`src/rtl/mulu_int_pkg.sv`:
```
// Shared definitions for the shift-add integer multiplier: FSM state encoding.
package mulu_int_pkg;

  typedef enum logic [1:0] {
    ST_IDLE = 2'b00,
    ST_CALC = 2'b01,
    ST_SIGN = 2'b10
  } mul_state_t;

endpackage

```
`src/rtl/mulu_int.sv`:
```
// Sequential radix-2 shift-add multiplier producing a full 2*WIDTH product,
// signed or unsigned, one partial product per clock with start/busy/done/valid handshake.
module mulu_int
  import mulu_int_pkg::*;
#(
  parameter int WIDTH = 32,
  parameter int CBITS = 5
) (
  input  logic             clk,
  input  logic             rst_n,
  input  logic             start,
  input  logic             sgn,
  input  logic [WIDTH-1:0] a,
  input  logic [WIDTH-1:0] b,
  output logic             busy,
  output logic             done,
  output logic             valid,
  output logic             ovf,
  output logic [WIDTH-1:0] val,
  output logic [WIDTH-1:0] hi
);

  mul_state_t           state_r;
  logic [WIDTH-1:0]     mcand_r;
  logic [WIDTH-1:0]     mult_r;
  logic [2*WIDTH-1:0]   acc_r;
  logic [CBITS-1:0]     count_r;
  logic                 neg_r;
  logic                 sgn_r;
  logic                 busy_r;
  logic                 done_r;
  logic                 valid_r;
  logic                 ovf_r;
  logic [WIDTH-1:0]     val_r;
  logic [WIDTH-1:0]     hi_r;

  logic [WIDTH:0]       sum_s;
  logic [2*WIDTH-1:0]   prod_s;
  logic [WIDTH:0]       top_s;
  logic                 ovf_s;

  // Magnitude of an operand; a signed MIN maps onto 1<<(WIDTH-1), still exact in WIDTH bits.
  function automatic logic [WIDTH-1:0] magnitude(input logic [WIDTH-1:0] x, input logic s);
    if (s && x[WIDTH-1]) begin
      return (~x) + WIDTH'(1'b1);
    end else begin
      return x;
    end
  endfunction

  // Partial-product adder, sign correction of the product and overflow detection.
  always_comb begin
    sum_s  = {1'b0, acc_r[2*WIDTH-1:WIDTH]} + (mult_r[0] ? {1'b0, mcand_r} : {(WIDTH+1){1'b0}});
    prod_s = acc_r;
    if (neg_r) begin
      prod_s = (~acc_r) + (2*WIDTH)'(1'b1);
    end else begin
      prod_s = acc_r;
    end
    top_s = prod_s[2*WIDTH-1:WIDTH-1];
    if (sgn_r) begin
      ovf_s = !((&top_s) || !(|top_s));
    end else begin
      ovf_s = |prod_s[2*WIDTH-1:WIDTH];
    end
  end

  // Control FSM plus datapath registers and registered result outputs.
  always_ff @(posedge clk or negedge rst_n) begin
    if (!rst_n) begin
      state_r <= ST_IDLE;
      mcand_r <= '0;
      mult_r  <= '0;
      acc_r   <= '0;
      count_r <= '0;
      neg_r   <= 1'b0;
      sgn_r   <= 1'b0;
      busy_r  <= 1'b0;
      done_r  <= 1'b0;
      valid_r <= 1'b0;
      ovf_r   <= 1'b0;
      val_r   <= '0;
      hi_r    <= '0;
    end else begin
      case (state_r)
        ST_IDLE: begin
          done_r <= 1'b0;
          if (start) begin
            mcand_r <= magnitude(a, sgn);
            mult_r  <= magnitude(b, sgn);
            neg_r   <= sgn & (a[WIDTH-1] ^ b[WIDTH-1]);
            sgn_r   <= sgn;
            acc_r   <= '0;
            count_r <= '0;
            busy_r  <= 1'b1;
            valid_r <= 1'b0;
            state_r <= ST_CALC;
          end else begin
            state_r <= ST_IDLE;
          end
        end
        ST_CALC: begin
          // Carry out of the adder becomes the new MSB as {carry,acc} shifts right.
          acc_r   <= {sum_s, acc_r[WIDTH-1:1]};
          mult_r  <= {1'b0, mult_r[WIDTH-1:1]};
          count_r <= count_r + CBITS'(1'b1);
          if (count_r == CBITS'(WIDTH-1)) begin
            state_r <= ST_SIGN;
          end else begin
            state_r <= ST_CALC;
          end
        end
        ST_SIGN: begin
          val_r   <= prod_s[WIDTH-1:0];
          hi_r    <= prod_s[2*WIDTH-1:WIDTH];
          ovf_r   <= ovf_s;
          busy_r  <= 1'b0;
          done_r  <= 1'b1;
          valid_r <= 1'b1;
          state_r <= ST_IDLE;
        end
        default: begin
          state_r <= ST_IDLE;
          busy_r  <= 1'b0;
          done_r  <= 1'b0;
        end
      endcase
    end
  end

  assign busy  = busy_r;
  assign done  = done_r;
  assign valid = valid_r;
  assign ovf   = ovf_r;
  assign val   = val_r;
  assign hi    = hi_r;

endmodule

```
`config.mk`:
```
export PLATFORM = sky130hd
export DESIGN_NAME = mulu_int
export DESIGN_NICKNAME = d
export VERILOG_FILES = /design/src/rtl/mulu_int_pkg.sv /design/src/rtl/mulu_int.sv
export SDC_FILE = /design/constraint.sdc
export NUM_CORES = 1
export LEC_CHECK = 0
export ABC_AREA = 1
export ABC_CLOCK_PERIOD_IN_PS = 6200
export BUFFER_PORTS_ARGS = -buffer_cell sky130_fd_sc_hd__clkbuf_2
export CAP_MARGIN = 10
export CORE_MARGIN = 2
export CORE_UTILIZATION = 65
export CTS_CLUSTER_SIZE = 25
export DETAILED_ROUTE_END_ITERATION = 16
export PLACE_DENSITY = 0.95
export SLEW_MARGIN = 0
export SYNTH_ARGS = -nofsm -noshare
export SYNTH_HDL_FRONTEND = slang
export SYNTH_SLANG_ARGS = --single-unit
```
`constraint.sdc`:
```
create_clock -name clk -period 6.2 [get_ports clk]
set_clock_uncertainty 0.05 [all_clocks]
set_input_delay 0.93 -clock clk [delete_from_list [all_inputs] [get_ports clk]]
set_output_delay 0.93 -clock clk [all_outputs]
set_load 0.05 [all_outputs]
```
==> impl_metrics.yaml <==
status:
  status: "completed"
timing:
  timing.hold.ws_ns: 0.420
  min_period_over_period: 0.572
  hold_violations: 0
  worstMarginPinSlew_ns: 1.13
  slew_violations: 0
  rsz0062_at_grt: "false"
  fmax_ghz: 0.282
  min_period_ns: 3.55
  setup-violations-final: 0
  slew_headroom: 0.244
  setup_tns_ns: 0
drt:
  wirelength_mm: 37.4
  vias: 13271
  vias_per_cell: 5.87
  drtPass1Iterations: 7
  drt_iter0_markers: 1335
  wl_per_cell_um: 16.5
  postRouteAntennaNets: 0
  drc_errors: 0
global_routing:
  grt_usage: 0.343
  grt_pass1_wl_mm: 61.0
  grt_max_degree: 112
  grt.overflow.total: 0
  antenna_found_initial: 0
  grt_pass1_vias: 12558
worst_setup_path:
  path_buf_inv: 3
  worstPathArrival_ns: 3.92
  path_cells: "nand2_1 > inv_1 > ha_1 > inv_1 > fa_1 > inv_1 > nand3_1 > nand2_1 > nand2_1 > a21oi_1 > nand3_1 > nand2_1 > nand3_1 > nand2_1 > a21oi_1 > nand2_1 > nand2_1 > o22ai_1"
  end_kind: "flop"
  cp_max_fo: 33
  path_class: "flop to flop"
  slowest_delay_ns: 0.96
  crit_family: "simple AND/OR/NAND/NOR gates"
  path_common_cell: "nand2_1"
  start_kind: "flop"
  cp.required_ns: 6.57
  slowest_stage: "dfrtp_1"
power:
  switching_share: 0.505
  p_seq_frac: 0.297
  power.share.clock: 0.164
  vdd_ir_drop_max_mv: 0.287
  power.internal_w: 0.00388
  power.switching_w: 0.00396
  combPwrFrac: 0.539
  p_leak_nw: 7.43
  powerDensity_mw_per_mm2: 524
synthesis:
  synth_seq_cells: 205
  syn-cell-area_mm2: 0.0134
  synth_top_area_share: 0.382
  avgSynthCellArea_um2: 7.16
  netlist_instances: 1873
  yosysSeqAreaShare: 0.382
  ys_warn_count: 0
  yosysTopAreaCell: "dfrtp_1"
  yosys.cell_types.count: 48
  syn-num-nets: 1979
  synth_area_leaders: "dfrtp_1 38%, nand2_1 14%, nor2_1 7.2%, o21ai_0 5.8%, inv_1 5.0%"
clock_tree:
  numCtsBuffers: 22
  cts_buffer_depth: 3
  ctsHoldBuffers: 0
  cts_resized: 0
  cts.htree.levels: 1
  cts_tree: "built"
  clock_latency_ns: 0.55
  postCtsSetupBuffers: 0
  path_clk_slew_ns: 0.06
  cts_sinks: 205
  cts_root_buf: "clkbuf_16"
floorplan:
  pin_count: 136
  dieArea_mm2: 0.0218
  die_h_um: 148
  die_width_um: 148
  initial_utilization: 0.663
  core_area_mm2: 0.0202
  num_rows: 52
final_layout:
  layout-drive-gt1-share: 0.121
  syn2layout_area_growth_pct: 11.6
  n_antenna_cell: 0
  filler_cell_count: 1533
  final_common_cell: "nand2_1"
  mostFrequentLayoutCells: "496 x nand2_1, 253 x nor2_1, 204 x dfrtp_1"
  stdcell_count: 2262
  fin_nets: 2084
job:
  max_cap_viol_count: 0
placement:
  place_congestion: 1.01
  placed_cells: 2224
  place_hpwl_mm: 28.0
  io_buffers: 135
worst_hold_path:
  hp-class: "flop to flop"
-- final cells by class --
| class | count | area, um2 | area share |
|---|---|---|---|
| Tap cell | 270 | 338 | 0.0226 |
| Clock buffer | 31 | 644 | 0.0430 |
| Sequential cell | 205 | 5130 | 0.343 |
| Multi-Input combinational cell | 1426 | 7380 | 0.493 |
| Clock inverter | 7 | 70.1 | 0.00468 |
| Inverter | 182 | 683 | 0.0456 |
| Timing Repair Buffer | 141 | 729 | 0.0487 |
-- path summary, 6_finish.rpt --
kind	from	slack, ns	depth (start not counted)	end
max	mult_r[0]$_DFFE_PN0P_	2.65	18	acc_r[61]$_DFFE_PN0P_
min	done$_DFFE_PN0N_	0.42	2	done$_DFFE_PN0N_
max reg2reg	mult_r[0]$_DFFE_PN0P_	2.65	18	acc_r[61]$_DFFE_PN0P_
min reg2reg	done$_DFFE_PN0N_	0.42	2	done$_DFFE_PN0N_
max in group asynchronous	rst_n	4.49	2	sgn_r$_DFFE_PN0P_
min in group asynchronous	rst_n	0.43	1	val[12]$_DFFE_PN0P_
-- worst reg2reg max path: cells and delay by family, from the launching register on --
family	cells	cell delay [ns]
buffers and inverters	3	0.23
AO/OA/AOI/OAI	3	0.58
adder cells (fa/ha/maj)	2	0.56
AND/OR/NAND/NOR	10	1.05
flip-flops	1	0.96
-- metal layers --
metal	vias up	routed length [um]	part of all wire	track usage
met2	608	17700	0.47	0.573
li1	6362	-	-	-
met1	6210	15700	0.42	0.473
met3	91	2790	0.075	0.0327
met4	0	1200	0.032	0.118
met5	-	0	0	0
-- cell families (layout without fill, tap and decap cells) --
family	count (synthesis)	after routing	share of synthesized area
XOR/XNOR	92	92	0.0606
flip-flops	205	205	0.382
buffers and inverters	242	361	0.0694
AO/OA/AOI/OAI	372	372	0.162
adder cells (fa/ha/maj)	38	38	0.0360
AND/OR/NAND/NOR	924	924	0.290
-- Yosys cell counts, drive strengths merged --
cell and number:
ha 37, fa 1, and3 1, xor2 70, o22ai 48, clkbuf 49
o21a 1, o21bai 6, a21o 5, o211ai 6, nand3 79, nand3b 8
nand2 514, o21ai 178, o31ai 3, nor2 272, a221oi 1, buf 11
nand4 21, o221ai 1, inv 181, a31oi 27, nor4 5, nor3 19
a22oi 28, or2 5, xnor2 22, a21boi 1, clkinv 1, a22o 2
a21oi 65, dfrtp 205
-- power groups by stage --
| stage | logic, W | registers, W | clock network (W) |
|---|---|---|---|
| 2_1_floorplan | 0.00302 | 0.00229 | 0 |
| 6_report | 0.00422 | 0.00233 | 0.00129 |
| 3_3_place_gp | 0.00395 | 0.00229 | 0 |
| 4_1_cts | 0.00415 | 0.00231 | 0.00129 |
| 5_1_grt | 0.00468 | 0.00238 | 0.00135 |
| 3_5_place_dp | 0.00409 | 0.00232 | 0 |
-- flip-flops by register name, indices dropped and copies added, names as in the netlist --
register / count
valid: 1
hi: 32
done: 1
sgn_r: 1
neg_r: 1
count_r: 5
mcand_r: 32
state_r: 2
acc_r: 64
mult_r: 32
busy: 1
ovf: 1
val: 32
-- metrics by stage --
step / worst slack (ns) / utilization / cell area, um2 / total power (W)
final: 2.65 / 0.740 / 15000 / 0.00784
after floorplan: 3.46 / - / 13400 / 0.00531
after CTS: 2.70 / 0.740 / 15000 / 0.00774
after global routing: 2.39 / 0.740 / 15000 / 0.00841
after detailed placement: 2.49 / 0.705 / 14300 / 0.00641
after global placement: 2.58 / 0.705 / 14300 / 0.00624
Note: power is estimated with default switching activity, not from simulation.
